==> config.mk <==
export PLATFORM = sky130hd
export DESIGN_NAME = mux2_rr_arbiter
export DESIGN_NICKNAME = d
export VERILOG_FILES = /design/src/rtl/mux2_arb_pkg.sv /design/src/rtl/MUX_2X1_D.sv /design/src/rtl/mux2_out_reg.sv /design/src/rtl/mux2_rr_arbiter.sv
export SDC_FILE = /design/constraint.sdc
export NUM_CORES = 1
export LEC_CHECK = 0
export ABC_AREA = 1
export BUFFER_PORTS_ARGS = -buffer_cell sky130_fd_sc_hd__buf_2
export CORE_MARGIN = 2
export CORE_UTILIZATION = 30
export DETAILED_ROUTE_END_ITERATION = 6
export PLACE_DENSITY = 0.7
export SLEW_MARGIN = 20
export SYNTH_ARGS = -nofsm -noshare
export SYNTH_HDL_FRONTEND = slang
export SYNTH_SLANG_ARGS = --single-unit
==> constraint.sdc <==
create_clock -name clk -period 1.2 [get_ports clk]
set_clock_uncertainty 0.1 [all_clocks]
set_input_delay 0.06 -clock clk [delete_from_list [all_inputs] [get_ports clk]]
set_output_delay 0.06 -clock clk [all_outputs]
set_load 0.01 [all_outputs]
==> src/rtl/mux2_arb_pkg.sv <==
// Shared types and constants for the two-requester round-robin mux arbiter.
// The state encoding is fixed so that other blocks and debug tools can decode it.
package mux2_arb_pkg;

  typedef enum logic [1:0] {
    IDLE   = 2'b00,
    GRANT0 = 2'b01,
    GRANT1 = 2'b10
  } arb_state_t;

  localparam logic REQ0 = 1'b0;
  localparam logic REQ1 = 1'b1;

  // On a tie the requester that did not finish the previous packet wins.
  function automatic logic tie_winner(input logic rr_last);
    return (rr_last == REQ1) ? REQ0 : REQ1;
  endfunction

endpackage

==> src/rtl/MUX_2X1_D.sv <==
// Single-bit 2:1 multiplexer: Y follows I1 when S is high, otherwise I0.
module MUX_2X1_D (
  input  logic I0,
  input  logic I1,
  input  logic S,
  output logic Y
);

  assign Y = S ? I1 : I0;

endmodule

==> src/rtl/mux2_out_reg.sv <==
// One-entry valid/ready output register. It accepts a new beat whenever it is
// empty or its current beat drains in the same cycle.
module mux2_out_reg #(
  parameter int WIDTH = 8
) (
  input  logic             clk,
  input  logic             rst_n,
  input  logic             load,
  input  logic [WIDTH-1:0] load_data,
  input  logic             load_last,
  input  logic             y_ready,
  output logic             y_valid,
  output logic [WIDTH-1:0] y_data,
  output logic             y_last,
  output logic             space
);

  logic             valid_reg;
  logic [WIDTH-1:0] data_reg;
  logic             last_reg;

  assign space   = !valid_reg || y_ready;
  assign y_valid = valid_reg;
  assign y_data  = data_reg;
  assign y_last  = last_reg;

  // A load wins over a drain, so a beat arriving in the same cycle as the
  // previous one leaves keeps the stage full.
  always_ff @(posedge clk or negedge rst_n) begin
    if (!rst_n) begin
      valid_reg <= 1'b0;
      data_reg  <= '0;
      last_reg  <= 1'b0;
    end else if (load) begin
      valid_reg <= 1'b1;
      data_reg  <= load_data;
      last_reg  <= load_last;
    end else if (y_ready) begin
      valid_reg <= 1'b0;
    end
  end

endmodule

==> src/rtl/mux2_rr_arbiter.sv <==
// Round-robin, packet-locked arbiter that shares one 2:1 mux datapath between
// two streaming requesters and feeds a single registered output stage.
module mux2_rr_arbiter
  import mux2_arb_pkg::*;
#(
  parameter int WIDTH = 8
) (
  input  logic             clk,
  input  logic             rst_n,
  input  logic             I0_valid,
  input  logic [WIDTH-1:0] I0_data,
  input  logic             I0_last,
  output logic             I0_ready,
  input  logic             I1_valid,
  input  logic [WIDTH-1:0] I1_data,
  input  logic             I1_last,
  output logic             I1_ready,
  output logic             Y_valid,
  output logic [WIDTH-1:0] Y_data,
  output logic             Y_last,
  input  logic             Y_ready,
  output logic             S,
  output logic             busy
);

  arb_state_t       state_reg;
  logic             rr_last_reg;
  logic             s_reg;
  logic             busy_reg;

  logic [WIDTH:0]   mux_in0;
  logic [WIDTH:0]   mux_in1;
  logic [WIDTH:0]   mux_out;
  logic             out_space;
  logic             accept;

  assign S    = s_reg;
  assign busy = busy_reg;

  // Data and last travel together through the mux; last sits in the top bit.
  assign mux_in0 = {I0_last, I0_data};
  assign mux_in1 = {I1_last, I1_data};

  generate
    for (genvar gi = 0; gi < WIDTH + 1; gi++) begin : gen_mux
      MUX_2X1_D u_mux (
        .I0 (mux_in0[gi]),
        .I1 (mux_in1[gi]),
        .S  (s_reg),
        .Y  (mux_out[gi])
      );
    end
  endgenerate

  // Ready depends only on grant state and output-stage room, never on valid.
  assign I0_ready = (state_reg == GRANT0) && out_space;
  assign I1_ready = (state_reg == GRANT1) && out_space;
  assign accept   = (I0_valid && I0_ready) || (I1_valid && I1_ready);

  mux2_out_reg #(
    .WIDTH (WIDTH)
  ) u_out_reg (
    .clk       (clk),
    .rst_n     (rst_n),
    .load      (accept),
    .load_data (mux_out[WIDTH-1:0]),
    .load_last (mux_out[WIDTH]),
    .y_ready   (Y_ready),
    .y_valid   (Y_valid),
    .y_data    (Y_data),
    .y_last    (Y_last),
    .space     (out_space)
  );

  always_ff @(posedge clk or negedge rst_n) begin
    if (!rst_n) begin
      state_reg   <= IDLE;
      rr_last_reg <= REQ1;
      s_reg       <= REQ0;
      busy_reg    <= 1'b0;
    end else begin
      case (state_reg)
        IDLE: begin
          if (I0_valid && (!I1_valid || tie_winner(rr_last_reg) == REQ0)) begin
            state_reg <= GRANT0;
            s_reg     <= REQ0;
            busy_reg  <= 1'b1;
          end else if (I1_valid) begin
            state_reg <= GRANT1;
            s_reg     <= REQ1;
            busy_reg  <= 1'b1;
          end
        end
        GRANT0: begin
          if (I0_valid && I0_ready && I0_last) begin
            state_reg   <= IDLE;
            rr_last_reg <= REQ0;
            busy_reg    <= 1'b0;
          end
        end
        GRANT1: begin
          if (I1_valid && I1_ready && I1_last) begin
            state_reg   <= IDLE;
            rr_last_reg <= REQ1;
            busy_reg    <= 1'b0;
          end
        end
        default: begin
          state_reg <= IDLE;
          busy_reg  <= 1'b0;
        end
      endcase
    end
  end

  // Producers must hold an offered beat until it is taken.
  a_i0_stable: assert property (@(posedge clk) disable iff (!rst_n)
    (I0_valid && !I0_ready) ##1 I0_valid |-> ($stable(I0_data) && $stable(I0_last)));
  a_i1_stable: assert property (@(posedge clk) disable iff (!rst_n)
    (I1_valid && !I1_ready) ##1 I1_valid |-> ($stable(I1_data) && $stable(I1_last)));

endmodule
# == Word-level counts from Yosys, hierarchy flattened ==
# Index checks and enable logic that the tools add are counted.
# classes
eq_ne,5
muxes,24
reduce_logical,19
# ops
cell,count
1-bit 2-to-1 mux,17
2-bit 2-to-1 mux,4
1-bit logical AND,7
2-bit one-hot mux with 3 select lines,1
3-bit AND reduction,2
2-bit nonzero test,3
"2-bit by 1-bit != test with 1-bit output, second input constant",2
1-bit logical OR,3
"3-bit != test, second input constant",1
1-bit one-hot mux with 3 select lines,1
"2-bit by 1-bit equality test with 1-bit output, second input constant",1
"2-bit equality test, second input constant",1
1-bit zero test,2
2-bit zero test,1
1-bit one-hot mux with 2 select lines,1
2-bit AND reduction,1
# word_totals
regBits,15
input_bits,23
output_inout_bits,14
word_cells,55

# == Longest topological paths before layout ==
# Gate-level depths: netlist (run 1).
# depth
depth_word,7
ltp_mapped,9
mapped_depth_nobuf,9

# == Hierarchy ==
# Synthesis (run 1) repeated with hierarchy kept, for this count alone.
# hier_totals
cells_unflattened,116
hier_area_um2,790.8
# modules_own_cells
mod,instances,cells_each,area_per_inst_um2,seq_area_each_um2
mux2_out_reg,1,42,377.9,250.2
mux2_rr_arbiter,1,38,277.8,126.4
MUX_2X1_D,9,4,15.0,0.0

# == Worst setup path before layout (run 1) ==
# No wires, ideal clock.
# synth_path
kind,register to register
start,"register u_out_reg.valid_reg, in the netlist u_out_reg.y_valid"
end,"register u_out_reg.data_reg[1], in the netlist u_out_reg.y_data[1]"
setup_time_ps,117
arrival_time_ps,1209
t_required_ps,983
slack_ps,-225
path_stages_with_launch,9
n_path_buf,0
synth_period_minus_slack_ps,1425
path_cell_list,dfrtp_1 nand2_1 inv_2 nor3_2 nand2_1 nand2_4 inv_6 nand2_1 nand2_1
# synth_between
elab_chain_len,5
word_cells_on_any_way,7
classes_between,reduce/logical (7)
# synth_rtl
element,line,text
from (decl),mux2_out_reg.sv:18,logic valid_reg;
from (signal assigned),mux2_out_reg.sv:31,valid_reg <= 1'b0;
from (signal assigned),mux2_out_reg.sv:35,valid_reg <= 1'b1;
from (signal assigned),mux2_out_reg.sv:39,valid_reg <= 1'b0;
1-bit zero test,mux2_out_reg.sv:22,assign space = !valid_reg || y_ready;
1-bit logical OR,mux2_out_reg.sv:22,
1-bit logical AND,mux2_rr_arbiter.sv:56,assign I0_ready = (state_reg == GRANT0) && out_space;
named net I0_ready,mux2_rr_arbiter.sv:13,"output logic I0_ready,"
1-bit logical AND,mux2_rr_arbiter.sv:58,assign accept = (I0_valid && I0_ready) || (I1_valid && I1_ready);
1-bit logical OR,mux2_rr_arbiter.sv:58,
to (signal assigned),mux2_out_reg.sv:36,data_reg <= load_data;
to (decl),mux2_out_reg.sv:19,logic [WIDTH-1:0] data_reg;
# The timed path passes the listed nets, and every way through them passes these cells.
# A chain may end at the register's enable or synchronous reset.

# == Worst setup path after layout (run 1) ==
# layout_path
start,register state_reg[1]
end,output I1_ready
# layout_between
elab_chain_len,2
# layout_rtl
element,line,text
from (decl),mux2_rr_arbiter.sv:26,arb_state_t state_reg;
from (signal assigned),mux2_rr_arbiter.sv:77,state_reg <= IDLE;
from (signal assigned),mux2_rr_arbiter.sv:85,state_reg <= GRANT0;
from (signal assigned),mux2_rr_arbiter.sv:89,state_reg <= GRANT1;
2-bit equality test,mux2_rr_arbiter.sv:57,assign I1_ready = (state_reg == GRANT1) && out_space;
1-bit logical AND,mux2_rr_arbiter.sv:57,
to (decl),mux2_rr_arbiter.sv:17,"output logic I1_ready,"
# No other way between the ends.

==> impl_metrics.env, run 1 <==
export IMPL_post_route_min_period_ns=1.37
export IMPL_instances_no_fill=206
export IMPL_hold_class="input port to register"
export IMPL_die_y_um=54.6
export IMPL_regArea_um2=379
export IMPL_path_buf_inv=3
export IMPL_report_final_setup_viol=14
export IMPL_port_buffers=36
export IMPL_post_route_period_util_pct=114
export IMPL_synthMuxAreaShare_pct=0
export IMPL_r2r_slack_ns=-0.14
export IMPL_worstPathRequired_ns=1.04
export IMPL_drt_wl_total_um=2400
export IMPL_failed_checks="setup timing"
export IMPL_max_clock_freq_ghz=0.728
export IMPL_synth_warning_count=0
export IMPL_antenna_cells=0
export IMPL_vias=895
export IMPL_rsz0062_at_grt="true"
export IMPL_dpl_worst_slack_ns=-0.141
export IMPL_synth_fa_ha_area_share_pct=0
export IMPL_avgRoutedWirePerCell_um=11.7
export IMPL_grt_util_all_layers_pct=18.4
export IMPL_final_cell_mix="53 x nand2_1, 34 x buf_2, 19 x dlygate4sd3_1"
export IMPL_worstPathArrival_ns=1.21
export IMPL_power_density_nw_per_um2=2230
export IMPL_slew_headroom_pct=77.5
export IMPL_largest_register_ffs=8
export IMPL_grt_pass1_wl_um=3840
export IMPL_cp_slowest_cell="dfrtp_2"
export IMPL_multi_input_area_um2=422
export IMPL_drtIter0Drc=17
export IMPL_slowest_delay_ns=0.42
export IMPL_synth_top_family_by_area="simple AND/OR/NAND/NOR gates"
export IMPL_first_global_vias=913
export IMPL_total_power_w=0.00306
export IMPL_synth_seq_cells=15
export IMPL_htreeDepth=1
export IMPL_critPathTopFamily="flip-flops"
export IMPL_dp_hpwl_um=1540
export IMPL_core_um2=2450
export IMPL_yosysSeqAreaShare_pct=49.1
export IMPL_fillers=217
export IMPL_start_util_pct=31.2
export IMPL_clockRootBuffer="clkbuf_4"
export IMPL_synth_simple_area_share_pct=43.2
export IMPL_peakVddDrop_mv=1.30
export IMPL_netlist_instances=106
export IMPL_pin_count=37
export IMPL_dieArea_um2=2980
export IMPL_overflow=0
export IMPL_die_x_um=54.6
export IMPL_hold_viol=0
export IMPL_layout_setup_ws_ns=-0.173
export IMPL_p_leak_nw=0.759
export IMPL_cts_buffers=3
export IMPL_endpoint_kind="output pin"
export IMPL_rows=18
export IMPL_layout_nets=200
export IMPL_place_gp_congestion=0.825
export IMPL_syn_avg_cell_area_um2=7.24
export IMPL_maxCapViolCount=0
export IMPL_cts_max_path_buffers=2
export IMPL_tightestPinTransition_ns=0.337
export IMPL_netlist_area_um2=767
export IMPL_ant_nets=0
export IMPL_synthesis_nets=129
export IMPL_dp_cells=179
export IMPL_routed_via_density=4.34
export IMPL_worstPathMaxFanout=3
export IMPL_grt_max_degree=16
export IMPL_ys_types=14
export IMPL_synth_compound_area_share_pct=1.96
export IMPL_layout_drive_gt1_share_pct=46.6
export IMPL_critical_path_cell_chain="inv_2 > nor3_4 > buf_4 > buf_6"
export IMPL_start_kind="register"
export IMPL_drv_slew=0
export IMPL_status="finished with violations"
export IMPL_drc_errors=0
export IMPL_antenna_found_initial=0
export IMPL_worstSkewPairLatency_ns=0.28
export IMPL_path_clk_slew_ns=0.09
export IMPL_layout_commonest_cell="nand2_1"
export IMPL_drtPass1Iterations=4
export IMPL_syn_to_final_growth_pct=79.3
export IMPL_cts_tree="yes"
export IMPL_synth_xor_xnor_area_share_pct=0
export IMPL_crit_type="register to output pin"
export IMPL_cts_sinks=15
-- metal layers --
| metal | routed length [um] | vias to the layer above | global-route usage, % |
|---|---|---|---|
| li1 | - | 464 | - |
| met1 | 1020 | 395 | 20.9 |
| met2 | 1240 | 32 | 33.1 |
| met3 | 115 | 4 | 3.28 |
| met4 | 29 | 0 | 8.33 |
| met5 | 0 | - | 0 |
-- synth_stat cells --
cell type	number	area (um^2)
nand2_2	5	31.3
dfrtp_1	14	350
nand4_1	2	12.5
nor2_1	5	18.8
inv_2	4	15.0
nand2_4	1	11.3
nor3_2	2	20.0
inv_1	4	15.0
o21ai_0	3	15.0
buf_2	1	5.00
nand2_1	62	233
nand3_1	1	5.00
dfstp_2	1	26.3
inv_6	1	8.76
-- what timing repair did --
action / in CTS / in global routing
gates resized for setup: 14 / 15
hold endpoints to repair: 24 / 0
endpoints found under the setup margin: 16 / 17
setup buffers: 1 / 1
pin swaps: 3 / 11
hold buffers: 19 / 0
cloned: 2 / 0
-- through the flow --
step                utilization (%)  hold WS (ns)  cell area, um^2  setup TNS (ns)
global route                   56.0        0.0639             1380           -2.52
floorplan                         -        -0.336              782           -1.25
finish                         56.0        0.0472             1380           -1.60
detailed placement             43.0        -0.119             1050           -1.54
CTS                            54.0        0.0473             1330           -1.86
global placement               43.0        -0.121             1050          -0.991
-- where the power goes --
group / internal (W) / switching (W)
Sequential: 0.000764 / 0.000223
Combinational: 0.000803 / 0.000975
Clock: 0.000129 / 0.000166
Total: 0.00170 / 0.00136
-- worst paths after layout --
kind	to	cells after the start	start
max	I1_ready	4	state_reg[1]
min	u_out_reg.y_valid	5	Y_ready
min reg2reg	u_out_reg.y_data[4]	2	u_out_reg.y_data[4]
max reg2reg	u_out_reg.y_data[3]	7	state_reg[1]
max in group asynchronous	rr_last_reg	2	rst_n
min in group asynchronous	u_out_reg.y_data[5]	2	rst_n
-- worst register-to-register path, delay by kind of cell (launching register included) --
kind          cells  cell delay, ns
simple gates      5            0.58
buf+inv           2            0.15
flops             1            0.42
-- kinds of logic (layout without fill, tap and decap cells) --
logic type             count (synthesis)  count (layout)
and+or+nand+nor                       78              79
buffers and inverters                 10              79
DFF                                   15              15
AOI/OAI and AO/OA                      3               3
-- layout make-up --
cell class              instances  area share [%]
well taps                      30            2.73
repair buffers                 65            33.8
repair inverters                1           0.455
inverters                       9            2.82
flip-flops and latches         15            27.6
multi-input cells              82            30.7
clock buffers                   4            1.91
(Power assumes the default switching activity.)
==> run 2, diff against run 1 <==
--- a/config.mk
+++ b/config.mk
@@ -11,6 +11,7 @@
 export CORE_UTILIZATION = 30
 export DETAILED_ROUTE_END_ITERATION = 6
 export PLACE_DENSITY = 0.7
+export SKIP_CTS_REPAIR_TIMING = 1
 export SLEW_MARGIN = 20
 export SYNTH_ARGS = -nofsm -noshare
 export SYNTH_HDL_FRONTEND = slang
==> impl_metrics.env, run 2 (synthesis results as in run 1) <==
export IMPL_status="finished with violations"
export IMPL_failed_checks="hold timing, setup timing"
export IMPL_overflow=0
export IMPL_die_x_um=54.6
export IMPL_multi_input_area_um2=385
export IMPL_antenna_cells=0
export IMPL_cp_slowest_cell="dfrtp_2"
export IMPL_post_route_min_period_ns=1.39
export IMPL_holdWs_ns=-0.0313
export IMPL_total_power_w=0.00277
export IMPL_grt_util_all_layers_pct=15.2
export IMPL_worstPathArrival_ns=1.23
export IMPL_syn_to_final_growth_pct=56.1
export IMPL_fin_setup_tns_ns=-1.49
export IMPL_hold_viol=7
export IMPL_routed_via_density=4.38
export IMPL_instances_no_fill=192
export IMPL_cts_max_path_buffers=2
export IMPL_slew_headroom_pct=77.6
export IMPL_hold_class="input port to register"
export IMPL_cts_tree="yes"
export IMPL_peakVddDrop_mv=1.18
export IMPL_clockRootBuffer="clkbuf_4"
export IMPL_rows=18
export IMPL_worstPathRequired_ns=1.04
export IMPL_layout_nets=186
export IMPL_fillers=249
export IMPL_path_buf_inv=3
export IMPL_max_clock_freq_ghz=0.717
export IMPL_core_um2=2450
export IMPL_post_route_period_util_pct=116
export IMPL_start_kind="register"
export IMPL_regArea_um2=379
export IMPL_grt_max_degree=16
export IMPL_dieArea_um2=2980
export IMPL_pin_count=37
export IMPL_cts_buffers=3
export IMPL_vias=840
export IMPL_stdcell_area_um2=1200
export IMPL_maxCapViolCount=0
export IMPL_power_density_nw_per_um2=2310
export IMPL_drtIter0Drc=7
export IMPL_slowest_delay_ns=0.42
export IMPL_worstSkewPairLatency_ns=0.28
export IMPL_first_global_vias=752
export IMPL_rsz0062_at_grt="true"
export IMPL_layout_setup_ws_ns=-0.195
export IMPL_antenna_found_initial=0
export IMPL_p_leak_nw=0.694
export IMPL_drt_wl_total_um=2110
export IMPL_dp_hpwl_um=1540
export IMPL_endpoint_kind="output pin"
export IMPL_critical_path_cell_chain="inv_2 > nor3_4 > buf_4 > buf_2"
export IMPL_worstPathMaxFanout=4
export IMPL_largest_register_ffs=8
export IMPL_drtPass1Iterations=4
export IMPL_placed_cell_area_um2=1050
export IMPL_tightestPinTransition_ns=0.336
export IMPL_layout_commonest_cell="nand2_1"
export IMPL_crit_type="register to output pin"
export IMPL_place_gp_congestion=0.825
export IMPL_grt_pass1_wl_um=3160
export IMPL_port_buffers=36
export IMPL_path_clk_slew_ns=0.09
export IMPL_dpl_worst_slack_ns=-0.141
export IMPL_report_final_setup_viol=15
export IMPL_layout_drive_gt1_share_pct=43.2
export IMPL_drv_slew=0
export IMPL_ant_nets=0
export IMPL_final_cell_mix="59 x nand2_1, 35 x buf_2, 12 x dfrtp_1"
export IMPL_start_util_pct=31.2
export IMPL_htreeDepth=1
export IMPL_die_y_um=54.6
export IMPL_critPathTopFamily="flip-flops"
export IMPL_dp_cells=179
export IMPL_cts_sinks=15
export IMPL_drc_errors=0
export IMPL_avgRoutedWirePerCell_um=11.0
## run 2: area by class of cell
| cell class | count | area share (%) |
|---|---|---|
| sequential | 15 | 31.7 |
| clock buffer | 4 | 2.19 |
| tap | 30 | 3.13 |
| inverter | 9 | 3.24 |
| timing repair buffer | 52 | 27.6 |
| multi-input combinational | 82 | 32.2 |
## run 2: report_power, final
part           total (W)  internal (W)  leakage [nW]  switching [W]
clock           0.000291      0.000129        0.0150       0.000162
combinational    0.00150      0.000653         0.496       0.000845
sequential      0.000976      0.000763         0.183       0.000212
total            0.00277       0.00155         0.694        0.00122
## run 2: worst paths after layout
check,endpoint,depth (start not counted),slack [ns],from
setup / recovery,I1_ready,4,-0.19,state_reg[1]
hold / removal,u_out_reg.y_data[6],5,-0.03,I0_data[6]
setup reg to reg,u_out_reg.y_data[2],7,-0.11,state_reg[1]
hold reg to reg,u_out_reg.y_data[7],2,0.38,u_out_reg.y_data[7]
max in group asynchronous,rr_last_reg,2,0.61,rst_n
min in group asynchronous,u_out_reg.y_last,2,0.09,rst_n
## run 2: stage by stage
step                util [%]  hold slack [ns]
floorplan                  -           -0.336
global placement        43.0           -0.121
detailed placement      43.0           -0.119
CTS                     44.0           -0.432
global route            48.8         0.000592
finish                  48.8          -0.0313
## run 2: layer usage
metal  share of wire (%)  routed length (um)  GRT usage, %
met1                  41                 870          18.2
met2                  51                1080          25.1
met3                 5.5                 115          3.55
met4                 2.0                  42          8.33
met5                   0                   0             0
## run 2: tightest hold or removal path, cell delays in order
cell     delay, ns
buf_2         0.07
nand2_1       0.04
nand2_1       0.05
nand2_1       0.04
nand2_1       0.05
==> run 3, diff against run 2 <==
--- a/config.mk
+++ b/config.mk
@@ -16,3 +16,4 @@
 export SYNTH_ARGS = -nofsm -noshare
 export SYNTH_HDL_FRONTEND = slang
 export SYNTH_SLANG_ARGS = --single-unit
+export TNS_END_PERCENT = 10
==> impl_metrics.env, run 3 (synthesis results as in run 1) <==
export IMPL_hold_class="input port to register"
export IMPL_grt_util_all_layers_pct=15.2
export IMPL_start_kind="register"
export IMPL_ant_nets=0
export IMPL_multi_input_area_um2=374
export IMPL_critical_path_cell_chain="inv_2 > nor3_4 > buf_4 > buf_2"
export IMPL_dp_cells=179
export IMPL_overflow=0
export IMPL_clockRootBuffer="clkbuf_4"
export IMPL_endpoint_kind="output pin"
export IMPL_pin_count=37
export IMPL_instances_no_fill=191
export IMPL_crit_type="register to output pin"
export IMPL_post_route_min_period_ns=1.40
export IMPL_dieArea_um2=2980
export IMPL_die_x_um=54.6
export IMPL_drc_errors=0
export IMPL_layout_drive_gt1_share_pct=41.0
export IMPL_first_global_vias=752
export IMPL_antenna_cells=0
export IMPL_final_cell_mix="61 x nand2_1, 35 x buf_2, 13 x dfrtp_1"
export IMPL_syn_to_final_growth_pct=53.5
export IMPL_cts_tree="yes"
export IMPL_path_clk_slew_ns=0.09
export IMPL_drtIter0Drc=7
export IMPL_peakVddDrop_mv=1.17
export IMPL_slew_headroom_pct=77.6
export IMPL_top_usage_layer="met2"
export IMPL_failed_checks="hold timing, setup timing"
export IMPL_drtPass1Iterations=4
export IMPL_vias=818
export IMPL_hold_viol=7
export IMPL_layout_setup_ws_ns=-0.199
export IMPL_grtUsageMet3_pct=3.55
export IMPL_grt_pass1_wl_um=3160
export IMPL_holdWs_ns=-0.0316
export IMPL_layout_commonest_cell="nand2_1"
export IMPL_path_buf_inv=3
export IMPL_placed_cell_area_um2=1050
export IMPL_place_gp_congestion=0.825
export IMPL_antenna_found_initial=0
export IMPL_maxCapViolCount=0
export IMPL_rsz0062_at_grt="true"
export IMPL_avgRoutedWirePerCell_um=10.7
export IMPL_status="finished with violations"
export IMPL_core_um2=2450
export IMPL_worstPathRequired_ns=1.04
export IMPL_die_y_um=54.6
export IMPL_dp_hpwl_um=1540
export IMPL_p_leak_nw=0.687
export IMPL_power_density_nw_per_um2=2300
export IMPL_post_route_period_util_pct=117
export IMPL_largest_register_ffs=8
export IMPL_regArea_um2=378
export IMPL_critPathTopFamily="flip-flops"
export IMPL_report_final_setup_viol=16
export IMPL_drv_slew=0
export IMPL_cts_max_path_buffers=2
export IMPL_cts_sinks=15
export IMPL_htreeDepth=1
export IMPL_start_util_pct=31.2
export IMPL_gr_usage_met2_pct=25.1
export IMPL_worstSkewPairLatency_ns=0.28
export IMPL_max_clock_freq_ghz=0.715
export IMPL_cp_slowest_cell="dfrtp_2"
export IMPL_worstPathArrival_ns=1.24
export IMPL_port_buffers=36
export IMPL_drt_wl_total_um=2050
export IMPL_fillers=250
export IMPL_layout_nets=185
export IMPL_worstPathMaxFanout=4
export IMPL_tightestPinTransition_ns=0.336
export IMPL_cts_buffers=3
export IMPL_use_met1_pct=18.2
export IMPL_routed_via_density=4.28
export IMPL_grt_max_degree=16
export IMPL_stdcell_area_um2=1180
export IMPL_rows=18
export IMPL_slowest_delay_ns=0.43
run 3: changes by cell type in the layout (fill, tap and decap cells not counted):
cell / previous run / this run
nand2_2: 9 / 6
buf_4: 7 / 9
buf_6: 2 / 0
nand2_1: 59 / 61
dfrtp_1: 12 / 13
dfrtp_2: 2 / 1
o21ai_0: 2 / 3
o21ai_1: 1 / 0
run 3: through the flow:
step                total power (W)  utilization, %  TNS (ns)  setup slack [ns]
floorplan                   0.00177               -     -1.25            -0.137
global placement            0.00231            43.0    -0.991            -0.119
detailed placement          0.00237            43.0     -1.54            -0.141
CTS                         0.00266            44.0     -2.17            -0.225
global route                0.00297            48.0     -3.31            -0.246
finish                      0.00271            48.0     -1.71            -0.199
run 3: final timing paths:
check                               startpoint                   to  slack, ns  cells after the start
setup / recovery                  state_reg[1]             I1_ready      -0.20                      4
min in group asynchronous                rst_n  u_out_reg.y_data[0]       0.09                      2
max in group asynchronous                rst_n          rr_last_reg       0.61                      2
hold reg to reg            u_out_reg.y_data[7]  u_out_reg.y_data[7]       0.38                      2
hold / removal                      I0_data[6]  u_out_reg.y_data[6]      -0.03                      5
setup reg to reg                  state_reg[1]  u_out_reg.y_data[2]      -0.13                      7
run 3: cell type report:
cell class / count / area share (%)
clock buffer: 4 / 2.23
inverter: 9 / 3.29
multi-input combinational: 81 / 31.8
sequential: 15 / 32.1
tap: 30 / 3.19
timing repair buffer: 52 / 27.4
run 3: metal layers:
metal	part of all wire, %	routed length (um)	vias to the layer above
li1	-	-	431
met1	41	840	355
met2	52	1070	28
met3	5.1	104	4
met4	1.5	31	0
met5	0	0	-
run 3: worst register-to-register path: cells and delay by family, from the launching register on:
kind,cells,cell delay (ns)
flip-flops,1,0.43
AND/OR/NAND/NOR,5,0.55
buffers and inverters,2,0.15
run 3: report_power, final:
group	switching [W]	internal [W]	leakage, nW	total (W)
Sequential	0.000208	0.000760	0.184	0.000968
Combinational	0.000822	0.000627	0.488	0.00145
Clock	0.000162	0.000129	0.0150	0.000291
